<file path="src/rtl/block_dispatch_pkg.sv">
// block_dispatch_pkg: shared types and default configuration for block_dispatcher.
//   dispatch_mode_t : scheduling mode selected by the run-time `mode` input
//   DEFAULT_*       : default values for the dispatcher parameters
//   lane_entry_t    : layout of one lane FIFO entry in the default configuration
//                     (the top declares the same layout at its own widths)
package block_dispatch_pkg;

    typedef enum logic {
        DISPATCH_RR        = 1'b0,
        DISPATCH_LEAST_OCC = 1'b1
    } dispatch_mode_t;

    localparam int DEFAULT_BLOCK_WIDTH       = 32;
    localparam int DEFAULT_NUM_LANES         = 4;
    localparam int DEFAULT_SEQUENCE_ID_WIDTH = 8;
    localparam int DEFAULT_LANE_FIFO_DEPTH   = 4;

    typedef struct packed {
        logic [DEFAULT_SEQUENCE_ID_WIDTH-1:0] seq_id;
        logic [DEFAULT_BLOCK_WIDTH-1:0]       data;
    } lane_entry_t;

endpackage

</file>
<file path="src/rtl/block_dispatcher_if.sv">
// block_dispatcher_if: input stream plus per-lane output streams of the dispatcher.
//   data_in / data_in_valid / data_in_ready : single input block stream
//   lane_data / lane_seq_id / lane_valid    : per-lane head-of-FIFO outputs
//   lane_ready                              : per-lane consumer ready
// Modports: master = producer/consumer side (testbench, framer, lanes),
//           slave  = the dispatcher.
//
// Handshake: every stream transfers exactly on a rising edge where valid and
// ready are both high; valid never depends on ready, and data is held stable
// by the sender while valid is high and ready is low.
interface block_dispatcher_if
    import block_dispatch_pkg::*;
#(
    parameter int BLOCK_WIDTH       = DEFAULT_BLOCK_WIDTH,
    parameter int NUM_LANES         = DEFAULT_NUM_LANES,
    parameter int SEQUENCE_ID_WIDTH = DEFAULT_SEQUENCE_ID_WIDTH
);
    logic [BLOCK_WIDTH-1:0]                          data_in;
    logic                                            data_in_valid;
    logic                                            data_in_ready;
    logic [NUM_LANES-1:0][BLOCK_WIDTH-1:0]           lane_data;
    logic [NUM_LANES-1:0][SEQUENCE_ID_WIDTH-1:0]     lane_seq_id;
    logic [NUM_LANES-1:0]                            lane_valid;
    logic [NUM_LANES-1:0]                            lane_ready;

    modport master (
        output data_in, data_in_valid, lane_ready,
        input  data_in_ready, lane_data, lane_seq_id, lane_valid
    );

    modport slave (
        input  data_in, data_in_valid, lane_ready,
        output data_in_ready, lane_data, lane_seq_id, lane_valid
    );
endinterface

</file>
<file path="src/rtl/lane_fifo.sv">
// lane_fifo: synchronous FIFO holding one lane's pending entries.
//   clock, reset (sync, active-low)
//   push, push_data : write an entry (ignored when full)
//   pop             : drop the head entry (ignored when empty)
//   head            : current head entry, read straight from the storage registers
//   full, empty, occupancy : fill status after the most recent edge
// Push and pop in the same cycle are both honoured when the FIFO is not full.
module lane_fifo #(
    parameter int WIDTH = 40,
    parameter int DEPTH = 4,
    localparam int OCC_W = $clog2(DEPTH + 1)
) (
    input  logic             clock,
    input  logic             reset,
    input  logic             push,
    input  logic [WIDTH-1:0] push_data,
    input  logic             pop,
    output logic [WIDTH-1:0] head,
    output logic             full,
    output logic             empty,
    output logic [OCC_W-1:0] occupancy
);
    localparam int PTR_W = $clog2(DEPTH);

    logic [WIDTH-1:0] mem [DEPTH];
    logic [PTR_W-1:0] rd_ptr;
    logic [PTR_W-1:0] wr_ptr;
    logic [OCC_W-1:0] count;
    logic             do_push;
    logic             do_pop;

    assign do_push = push && !full;
    assign do_pop  = pop && !empty;

    // Storage is cleared on reset so the head reads zero until the first write.
    always_ff @(posedge clock) begin
        if (!reset) begin
            for (int i = 0; i < DEPTH; i++) begin
                mem[i] <= '0;
            end
            rd_ptr <= '0;
            wr_ptr <= '0;
            count  <= '0;
        end else begin
            if (do_push) begin
                mem[wr_ptr] <= push_data;
                wr_ptr      <= wr_ptr + PTR_W'(1);
            end
            if (do_pop) begin
                rd_ptr <= rd_ptr + PTR_W'(1);
            end
            case ({do_push, do_pop})
                2'b10:   count <= count + OCC_W'(1);
                2'b01:   count <= count - OCC_W'(1);
                default: count <= count;
            endcase
        end
    end

    assign head      = mem[rd_ptr];
    assign full      = (count == OCC_W'(DEPTH));
    assign empty     = (count == '0);
    assign occupancy = count;
endmodule

</file>
<file path="src/rtl/block_dispatcher.sv">
// block_dispatcher: tags each accepted input block with a wrapping sequence ID
// and buffers it in one of NUM_LANES per-lane FIFOs.
//   clock, reset (sync, active-low)
//   mode            : 0 = strict round-robin, 1 = least-occupied lane
//   bus (slave)     : input stream and per-lane output streams
//   lane_occupancy  : entries held per lane
//   seq_next        : tag the next accepted block will carry
//   busy            : any lane non-empty
//   stat_accepted   : accepted-block counter
//   stat_stall      : cycles with data_in_valid high and data_in_ready low
// Optional feature: define BLOCK_DISPATCHER_STATS_EN to build the saturating
// statistics counters; otherwise both stat ports read zero.
module block_dispatcher
    import block_dispatch_pkg::*;
#(
    parameter int BLOCK_WIDTH       = DEFAULT_BLOCK_WIDTH,
    parameter int NUM_LANES         = DEFAULT_NUM_LANES,
    parameter int SEQUENCE_ID_WIDTH = DEFAULT_SEQUENCE_ID_WIDTH,
    parameter int LANE_FIFO_DEPTH   = DEFAULT_LANE_FIFO_DEPTH,
    localparam int OCC_W            = $clog2(LANE_FIFO_DEPTH + 1)
) (
    input  logic                                clock,
    input  logic                                reset,
    input  logic                                mode,
    block_dispatcher_if.slave                   bus,
    output logic [NUM_LANES-1:0][OCC_W-1:0]     lane_occupancy,
    output logic [SEQUENCE_ID_WIDTH-1:0]        seq_next,
    output logic                                busy,
    output logic [31:0]                         stat_accepted,
    output logic [31:0]                         stat_stall
);
    localparam int LANE_W = $clog2(NUM_LANES);

    typedef struct packed {
        logic [SEQUENCE_ID_WIDTH-1:0] seq_id;
        logic [BLOCK_WIDTH-1:0]       data;
    } entry_t;

    dispatch_mode_t       mode_sel;
    logic [LANE_W-1:0]    rr_ptr;
    logic [LANE_W-1:0]    least_idx;
    logic [OCC_W-1:0]     least_occ;
    logic [LANE_W-1:0]    target;
    logic                 in_ready;
    logic                 accept;
    logic [NUM_LANES-1:0] lane_full;
    logic [NUM_LANES-1:0] lane_empty;
    logic [NUM_LANES-1:0] lane_push;
    entry_t               push_entry;
    entry_t               lane_head [NUM_LANES];

    assign mode_sel = dispatch_mode_t'(mode);

    // Lowest occupancy wins; strict '<' keeps ties on the lowest index.
    always_comb begin
        least_idx = '0;
        least_occ = lane_occupancy[0];
        for (int i = 1; i < NUM_LANES; i++) begin
            if (lane_occupancy[i] < least_occ) begin
                least_idx = LANE_W'(i);
                least_occ = lane_occupancy[i];
            end
        end
    end

    // Ready is built only from registered fill state, never from lane_ready,
    // so a pop on a full lane frees it one cycle later.
    always_comb begin
        target   = rr_ptr;
        in_ready = 1'b0;
        if (mode_sel == DISPATCH_RR) begin
            target   = rr_ptr;
            in_ready = !lane_full[rr_ptr];
        end else begin
            target   = least_idx;
            in_ready = !(&lane_full);
        end
    end

    assign bus.data_in_ready = in_ready;
    assign accept            = bus.data_in_valid && in_ready;
    assign push_entry        = '{seq_id: seq_next, data: bus.data_in};

    always_ff @(posedge clock) begin
        if (!reset) begin
            rr_ptr   <= '0;
            seq_next <= '0;
        end else if (accept) begin
            seq_next <= seq_next + SEQUENCE_ID_WIDTH'(1);
            // The round-robin pointer only moves on a round-robin acceptance.
            if (mode_sel == DISPATCH_RR) begin
                rr_ptr <= (rr_ptr == LANE_W'(NUM_LANES - 1)) ? '0 : rr_ptr + LANE_W'(1);
            end
        end
    end

    for (genvar i = 0; i < NUM_LANES; i++) begin : g_lane
        assign lane_push[i] = accept && (target == LANE_W'(i));

        lane_fifo #(
            .WIDTH($bits(entry_t)),
            .DEPTH(LANE_FIFO_DEPTH)
        ) u_fifo (
            .clock     (clock),
            .reset     (reset),
            .push      (lane_push[i]),
            .push_data (push_entry),
            .pop       (bus.lane_ready[i] && !lane_empty[i]),
            .head      (lane_head[i]),
            .full      (lane_full[i]),
            .empty     (lane_empty[i]),
            .occupancy (lane_occupancy[i])
        );

        assign bus.lane_data[i]   = lane_head[i].data;
        assign bus.lane_seq_id[i] = lane_head[i].seq_id;
        assign bus.lane_valid[i]  = !lane_empty[i];
    end

    assign busy = !(&lane_empty);

`ifdef BLOCK_DISPATCHER_STATS_EN
    logic [31:0] accepted_q;
    logic [31:0] stall_q;

    always_ff @(posedge clock) begin
        if (!reset) begin
            accepted_q <= '0;
            stall_q    <= '0;
        end else begin
            if (accept && (accepted_q != '1)) begin
                accepted_q <= accepted_q + 32'd1;
            end
            if (bus.data_in_valid && !in_ready && (stall_q != '1)) begin
                stall_q <= stall_q + 32'd1;
            end
        end
    end

    assign stat_accepted = accepted_q;
    assign stat_stall    = stall_q;
`else
    assign stat_accepted = '0;
    assign stat_stall    = '0;
`endif
endmodule

</file>
<file path="src/flat_wrapper.sv">
// flat-port wrapper written by rule: the top's interface ports become plain ports
module block_dispatcher_flat import block_dispatch_pkg::*;
#(
    parameter int BLOCK_WIDTH       = DEFAULT_BLOCK_WIDTH,
    parameter int NUM_LANES         = DEFAULT_NUM_LANES,
    parameter int SEQUENCE_ID_WIDTH = DEFAULT_SEQUENCE_ID_WIDTH,
    parameter int LANE_FIFO_DEPTH   = DEFAULT_LANE_FIFO_DEPTH,
    localparam int OCC_W            = $clog2(LANE_FIFO_DEPTH + 1)
)
  (clock, reset, mode, lane_occupancy, seq_next, busy, stat_accepted, stat_stall, bus_data_in, bus_data_in_valid, bus_lane_ready, bus_data_in_ready, bus_lane_data, bus_lane_seq_id, bus_lane_valid);
  block_dispatcher_if #(.BLOCK_WIDTH(BLOCK_WIDTH), .NUM_LANES(NUM_LANES), .SEQUENCE_ID_WIDTH(SEQUENCE_ID_WIDTH)) bus_i ();
  input  logic clock;
  input  logic reset;
  input  logic mode;
  output logic [NUM_LANES-1:0][OCC_W-1:0] lane_occupancy;
  output logic [SEQUENCE_ID_WIDTH-1:0] seq_next;
  output logic busy;
  output logic [31:0] stat_accepted;
  output logic [31:0] stat_stall;
  input wire logic [$bits(bus_i.data_in)-1:0] bus_data_in;
  input wire logic [$bits(bus_i.data_in_valid)-1:0] bus_data_in_valid;
  input wire logic [$bits(bus_i.lane_ready)-1:0] bus_lane_ready;
  output wire logic [$bits(bus_i.data_in_ready)-1:0] bus_data_in_ready;
  output wire logic [$bits(bus_i.lane_data)-1:0] bus_lane_data;
  output wire logic [$bits(bus_i.lane_seq_id)-1:0] bus_lane_seq_id;
  output wire logic [$bits(bus_i.lane_valid)-1:0] bus_lane_valid;
  assign bus_i.data_in = bus_data_in;
  assign bus_i.data_in_valid = bus_data_in_valid;
  assign bus_i.lane_ready = bus_lane_ready;
  assign bus_data_in_ready = bus_i.data_in_ready;
  assign bus_lane_data = bus_i.lane_data;
  assign bus_lane_seq_id = bus_i.lane_seq_id;
  assign bus_lane_valid = bus_i.lane_valid;
  block_dispatcher #(.BLOCK_WIDTH(BLOCK_WIDTH), .NUM_LANES(NUM_LANES), .SEQUENCE_ID_WIDTH(SEQUENCE_ID_WIDTH), .LANE_FIFO_DEPTH(LANE_FIFO_DEPTH)) u_core (.clock(clock), .reset(reset), .mode(mode), .bus(bus_i), .lane_occupancy(lane_occupancy), .seq_next(seq_next), .busy(busy), .stat_accepted(stat_accepted), .stat_stall(stat_stall));
endmodule
</file>
<file path="config.mk">
export PLATFORM = sky130hd
export DESIGN_NAME = block_dispatcher_flat
export DESIGN_NICKNAME = d
export VERILOG_FILES = /design/src/rtl/block_dispatch_pkg.sv /design/src/rtl/block_dispatcher_if.sv /design/src/rtl/lane_fifo.sv /design/src/rtl/block_dispatcher.sv /design/src/flat_wrapper.sv
export SDC_FILE = /design/constraint.sdc
export NUM_CORES = 1
export LEC_CHECK = 0
export ABC_CLOCK_PERIOD_IN_PS = 14300
export CAP_MARGIN = 10
export CORE_MARGIN = 2
export CORE_UTILIZATION = 62
export CTS_CLUSTER_DIAMETER = 120
export CTS_CLUSTER_SIZE = 20
export DETAILED_ROUTE_END_ITERATION = 8
export HOLD_SLACK_MARGIN = 0.1
export PLACE_DENSITY = 0.85
export SKIP_CTS_REPAIR_TIMING = 1
export SLEW_MARGIN = 20
export SYNTH_ARGS = -nofsm -noshare
export SYNTH_HDL_FRONTEND = slang
export SYNTH_SLANG_ARGS = --single-unit
</file>
<file path="constraint.sdc">
create_clock -name clock -period 14.3 [get_ports clock]
set_clock_uncertainty 0.15 [all_clocks]
set_input_delay 2.86 -clock clock [delete_from_list [all_inputs] [get_ports clock]]
set_output_delay 2.86 -clock clock [all_outputs]
set_load 0.02 [all_outputs]
</file>
==> impl_summary.txt <==
----------------------------------------------------
[Run status]
  Run status ... complete, no violations

[Global routing]
  Largest net degree at the start of global routing ... 95
  Initial antenna violation count ... 1
  Total routing resource utilization after global routing ... 0.3193
  Sum of overflow across all layers after global routing ... 0
  First-pass GRT wire length ... between 100000 and 150000 µm
  Via count of the first global-routing pass ... roughly 19000

[Die]
  Initial standard-cell utilization of the core ... 0.6297
  Count of standard-cell rows ... between 80 and 90
  Die area ... around 52000 µm²
  I/O pin count ... a little under 300
  Area inside the core boundary ... between 40000 and 50000 µm²
  Horizontal die dimension ... 227.4 µm
  Die boundary height ... about 230 µm

[Timing]
  Rel. slew slack ... 0.3146
  Final Max Tran Viols ... 0
  Final-report hold violation count ... 0
  Slew at the pin with the worst max-slew slack ... between 1000 and 1500 ps
  Top achievable clock speed ... roughly 130 MHz
  Final period util ... 0.5504
  RSZ-0062 raised after global routing ... no
  Final TNS setup ... 0 ps
  Final period demand of the worst path ... about 7900 ps
  Number of setup violations in the final report ... 0

[Detailed routing]
  WL final ... roughly 81000 µm
  Number of detailed-routing iterations run before antenna repair ... 6
  Average via count per standard cell ... roughly 6.5
  Remaining design rule violation count ... 0
  DRC violation total after the first TritonRoute iteration ... 3000
  Detailed-route via count ... about 19000
  Number of nets with antenna violations after detailed routing ... 0
  Detailed-route wire length per cell ... between 20 and 30 µm

[Placement]
  Final RePlAce weighted congestion ... around 0.87
  Detail Placement HPWL ... 47810 µm
  Number of buffers added on ports ... about 230

[Critical path]
  Cell-by-cell listing of the critical path ... clkdlybuf4s50_1, nor2_1, a31oi_1, a32o_1, clkdlybuf4s50_1
  Critical path fanouts, max ... 10
  CP dominant cell by count ... sky130_fd_sc_hd__clkdlybuf4s50_1
  Cell count of the worst reg-to-reg path ... 21
  End of the critical path ... bus_data_in_ready
  Endpoint of the worst register-to-register path ... u_core.g_lane[0].u_fifo.mem[0][7]
  Type of origin of the critical path ... input port
  Worst setup path class ... input port to output pin
  Slowest stage cell on the critical path ... sky130_fd_sc_hd__clkdlybuf4s50_1
  Startpoint of the worst-slack reg-to-reg timing path ... u_core.g_lane[0].u_fifo.occupancy[2]
  Worst EP arrival ... approximately 4900 ps
  Data required time at the worst endpoint ... ~11000 ps
  Launch point of the critical path ... mode
  Delay contributed by the slowest stage of the critical path ... approximately 670 ps
  Worst-case register-to-register setup slack ... ~7400 ps
  Endpoint class of the critical path ... output pin

[Clock network]
  CTS clock-pin slew for the worst setup and hold paths ... ~90 ps
  Number of sinks handled by clock tree synthesis ... ~700
  Clock latency on the worst-skew pair ... about 600 ps
  TritonCTS clock tree ... done
  Clk buf depth ... 3
  H-tree levels ... 2
  CTS root buffer ... sky130_fd_sc_hd__clkbuf_16
  Number of buffers inserted during clock tree synthesis ... 40

[Synthesis]
  Ys Warns ... 0
  Primary FF master, synth ... sky130_fd_sc_hd__edfxtp_1
  Flip-flop and latch count after synthesis ... between 600 and 700
  Post-synthesis cell area ... 30950 µm²
  Count of mapped cells out of synthesis ... between 2000 and 2500
  Syn_area_per_cell ... roughly 14 µm²
  Count of distinct cell types in the synthesized netlist ... a little over 60
  Number of enable flip-flop cells after synthesis ... 640
  Post-synthesis async set-or-reset flop share ... 0
  Fraction of the yosys area taken by sequential cells ... 0.6507

[Power]
  Peak VDD IR ... 214.9 µV
  Areal power density over the cells ... approximately 160 nW/µm²
  Static Leakage ... about 12 nW

[Run]
  Max-capacitance violation count ... 0

[Final layout]
  Post-layout nets ... around 2400
  Antenna cell count ... 0
  Final standard cell utilization of the core ... 0.7061
  Leading cell type in the layout, fill and taps excluded ... sky130_fd_sc_hd__edfxtp_1
  Area overhead of the layout relative to synthesis ... 12.14%
  Fraction of layout instances using a drive strength above 1 ... 0.1287
  Commonest cells after routing, fill and taps aside ... sky130_fd_sc_hd__edfxtp_1 (640), sky130_fd_sc_hd__and2_1 (397), sky130_fd_sc_hd__nor2_1 (270), sky130_fd_sc_hd__clkdlybuf4s50_1 (224), sky130_fd_sc_hd__mux4_2 (160)

[Hold path]
  Hold WC Path Type ... flop to flop

----------------------------------------------------
-- final cells by class --
cell class | count | area (µm²)
Sequential cell | 686 | 20150
Fill cell | 3020 | 14450
Multi-Input combinational cell | 1268 | 9912
Timing Repair Buffer | 269 | 2601
Clock buffer | 54 | 1075
Tap cell | 664 | 830.8
Inverter | 28 | 105.1
Clock inverter | 3 | 33.78
-- how the worst min path moves through the flow --
stage | slack (ps) | cells after the start | from | to
floorplan | 330 | 2 | u_core.g_lane[2].u_fifo.rd_ptr[1] | flop
global placement | 350 | 2 | u_core.g_lane[0].u_fifo.rd_ptr[1] | flop
detailed placement | 370 | 2 | u_core.g_lane[3].u_fifo.rd_ptr[1] | flop
CTS | 400 | 2 | u_core.g_lane[3].u_fifo.rd_ptr[1] | u_core.g_lane[3].u_fifo.rd_ptr[1]
global route | 420 | 2 | u_core.g_lane[0].u_fifo.rd_ptr[1] | flop
finish | 400 | 2 | u_core.g_lane[3].u_fifo.rd_ptr[1] | u_core.g_lane[3].u_fifo.rd_ptr[1]
-- cells in the mapped netlist (all sizes together), types with 2 or more instances --
cell    count  share of area
nor2b       3        0.00061
nor3        6         0.0018
a21o        2        0.00048
or3        11         0.0022
nor3b       5         0.0014
or2         2        0.00040
nor4       31         0.0074
and3b       2        0.00057
o211ai      3         0.0012
buf       114          0.024
mux4      160           0.12
nand4       4        0.00081
o31ai       4        0.00097
mux2i       2        0.00065
nand2      72         0.0087
o21ai      21         0.0036
nand2b     11         0.0022
and2      397          0.080
ha         14         0.0057
nor2      273          0.033
a21oi      22         0.0036
a31oi       2        0.00061
nand3     111          0.018
or4         2        0.00048
edfxtp    640           0.62
dfxtp      46          0.030
xnor2       9         0.0025
fa          4         0.0026
inv        28         0.0034
and3        2        0.00040
xor2       14         0.0040
clkbuf    134          0.017
-- cells by family (layout without fill, tap and decap cells) --
family / Yosys count / in the layout / share of synthesized area
simple gates: 934 / 934 / 0.1592
flops: 686 / 686 / 0.6507
buf+inv: 276 / 354 / 0.04378
mux: 162 / 162 / 0.1171
compound gates: 67 / 67 / 0.01435
xor+xnor: 23 / 23 / 0.006509
fa+ha+maj: 18 / 18 / 0.008247
other cells: 1 / 64 / 0.0001212
-- flip-flops by register name, summed over array words and instances (netlist names), named ones only --
signal                          cells
u_core.g_lane.u_fifo.mem          640
u_core.g_lane.u_fifo.wr_ptr         8
u_core.rr_ptr                       2
u_core.g_lane.u_fifo.rd_ptr         8
u_core.seq_next                     8
u_core.g_lane.u_fifo.occupancy     12
-- critical path, delay by kind of cell --
kind	cells	cell delay, ps
compound gates	2	520
buf+inv	2	1310
simple gates	1	170
-- power breakdown --
part,total (mW),internal (mW),leakage [nW],switching (mW)
sequential,2.49,2.40,6.99,0.0915
combinational,1.86,0.725,4.39,1.13
clock,1.15,0.531,0.537,0.624
-- layer usage --
layer | routed length [µm] | GRT usage
met3 | 10440 | 0.06892
met1 | 27820 | 0.4215
met4 | 3493 | 0.1373
met5 | 14 | 0
met2 | 39690 | 0.5193
-- through the flow --
stage | cells | power [mW] | hold slack, ps | worst slack, ps | cell area, µm²
after floorplan | 2230 | 3.638 | 334.7 | 6363 | 31190
after global placement | 2913 | 4.318 | 349.1 | 6504 | 33560
after detailed placement | 2913 | 4.369 | 367.2 | 6457 | 33560
after CTS | 2970 | 5.495 | 396.0 | 6445 | 34670
after global routing | 2972 | 5.667 | 423.6 | 6284 | 34710
final | 2972 | 5.502 | 397.8 | 6429 | 34710
Note: power is estimated with default switching activity, not from simulation.
==> patch (same settings) <==
Build with the macro `BLOCK_DISPATCHER_STATS_EN` defined.
--- a/src/rtl/block_dispatcher.sv
+++ b/src/rtl/block_dispatcher.sv
@@ -10,6 +10,8 @@
 //   stat_stall      : cycles with data_in_valid high and data_in_ready low
 // Optional feature: define BLOCK_DISPATCHER_STATS_EN to build the saturating
 // statistics counters; otherwise both stat ports read zero.
+`define BLOCK_DISPATCHER_STATS_EN
+
 module block_dispatcher
     import block_dispatch_pkg::*;
 #(
Behaviour: not the same (Yosys sat finds a counterexample within 4 cycles, from zero or initial values and one cycle with reset low).
==> patch against the unedited design <==
- critical path depth did not move
- worst hold slack got worse by 0.033 ns
- sequential cell count rose by 64
- combinational power fell by 9%
- total power rose by 3.2%
- final area rose by 5.4%
- count of clock-buffer cells in the layout rose by 23
- final cell count rose by 7.0%
- setup slack got worse by 0.22 ns
- area after synthesis rose by 3.4%
- routed wire length fell by 1.4%
- non-clock buffer count rose by 49
==> patch: results (changes against the unedited design) <==
Max-slew headroom=26.1% (was 31.5%); commonest cells in the netlist=edfxtp_1, nor2_1, mux4_2, and2_1, clkbuf_1 (was edfxtp_1, and2_1, nor2_1, mux4_2, clkbuf_1); status=complete, no violations (unchanged); register area share after synthesis=67.0% (was 65.1%); met1 Usage GRT=38.4% (was 42.1%); crit-path max FO=7 (was 10); Layout fillers=3,128 (was 3,020); final net count=2,526 (was 2,351); CTS Buf Count=43 (was 40); Final GP Congestion=0.850 (was 0.874); Inst Count DP=3,100 (was 2,913); Layout Cells excl Fill=3,181 (was 2,972); GRT Util Overall=30.5% (was 31.9%); Synth Area per Inst=14.0 µm² (was 14.3 µm²); largest net degree at the start of global routing=120 (was 95); P_leak=12.3 nW (was 11.9 nW); synth unique cells=57 (was 62); share of post-route cells with drive strength above 1=11.1% (was 12.9%); WP data arrival=5.08 ns (was 4.86 ns); met3 usage=6.39% (was 6.89%); largest cells by area after synthesis=edfxtp_1, mux4_2, dfxtp_1, nor2_1, and2_1 (was edfxtp_1, mux4_2, and2_1, nor2_1, dfxtp_1); Worst-Skew Late Latency=0.62 ns (was 0.59 ns); antenna violations before repair=0 (was 1); dpl cell area=35,200 µm² (was 33,600 µm²); Via density=6.29 (was 6.52); Initial DRC Count=2,325 (was 3,000); vias in the first global route=20,400 (was 19,500)
==> patch: cell count changes after synthesis, moves of 16 or more <==
| cell | delta |
|---|---|
| nand2_1 | +18 |
| and2_1 | -240 |
| nand4_1 | +16 |
| xnor2_1 | +39 |
| buf_4 | -64 |
| a21boi_0 | +19 |
| nor4_1 | -23 |
| dfxtp_1 | +64 |
| nor2_1 | +306 |
| nand3_1 | -78 |
==> patch: metal layers <==
layer	share of wire (%)	wire length [µm]
met3	10	8300
met1	34	27700
met4	4.2	3360
met2	51	40900
met5	0	0
==> patch: cell type report <==
| cell class | count | area [µm²] | share of cell area [%] |
|---|---|---|---|
| clock buffer | 77 | 1220 | 3.35 |
| clock inverter | 3 | 36.3 | 0.0992 |
| inverter | 38 | 144 | 0.393 |
| multi-input combinational | 1315 | 9770 | 26.7 |
| sequential | 750 | 21400 | 58.6 |
| tap | 680 | 851 | 2.33 |
| timing repair buffer | 318 | 3120 | 8.53 |
==> patch: cell families after synthesis <==
logic type      synth area share (%)
simple gates                    13.8
flops                           67.0
buf+inv                         3.04
mux                             11.3
compound gates                  1.85
xor+xnor                        2.11
fa+ha+maj                      0.876
==> patch: worst paths after layout <==
path                                                      startpoint                                  to  slack, ns  cells past startpoint
worst max-delay path                                            mode                   bus_data_in_ready       6.21                      5
worst min-delay path                        u_core.stat_accepted[22]            u_core.stat_accepted[22]       0.36                      2
worst min register to register              u_core.stat_accepted[22]            u_core.stat_accepted[22]       0.36                      2
worst max register to register  u_core.g_lane[0].u_fifo.occupancy[1]  u_core.g_lane[1].u_fifo.mem[0][15]       7.50                     23
==> patch: critical path, cell delays in order <==
cell,delay [ns]
clkdlybuf4s50_1,0.52
or2_4,0.31
a221o_1,0.38
a21oi_1,0.32
clkdlybuf4s50_1,0.69
==> patch: where the power goes <==
| part | internal [mW] | switching (mW) | total, mW |
|---|---|---|---|
| sequential | 2.61 | 0.0968 | 2.71 |
| clock | 0.588 | 0.690 | 1.28 |
| combinational | 0.704 | 0.986 | 1.69 |
| total | 3.91 | 1.77 | 5.68 |
==> patch: metrics by stage <==
step                worst slack [ns]  total power [mW]  util, %
global route                    6.10              5.86     71.5
global placement                6.26              4.38     68.8
detailed placement              6.24              4.44     68.8
CTS                             6.23              5.68     71.3
floorplan                       6.23              3.74        -
finish                          6.21              5.68     71.5
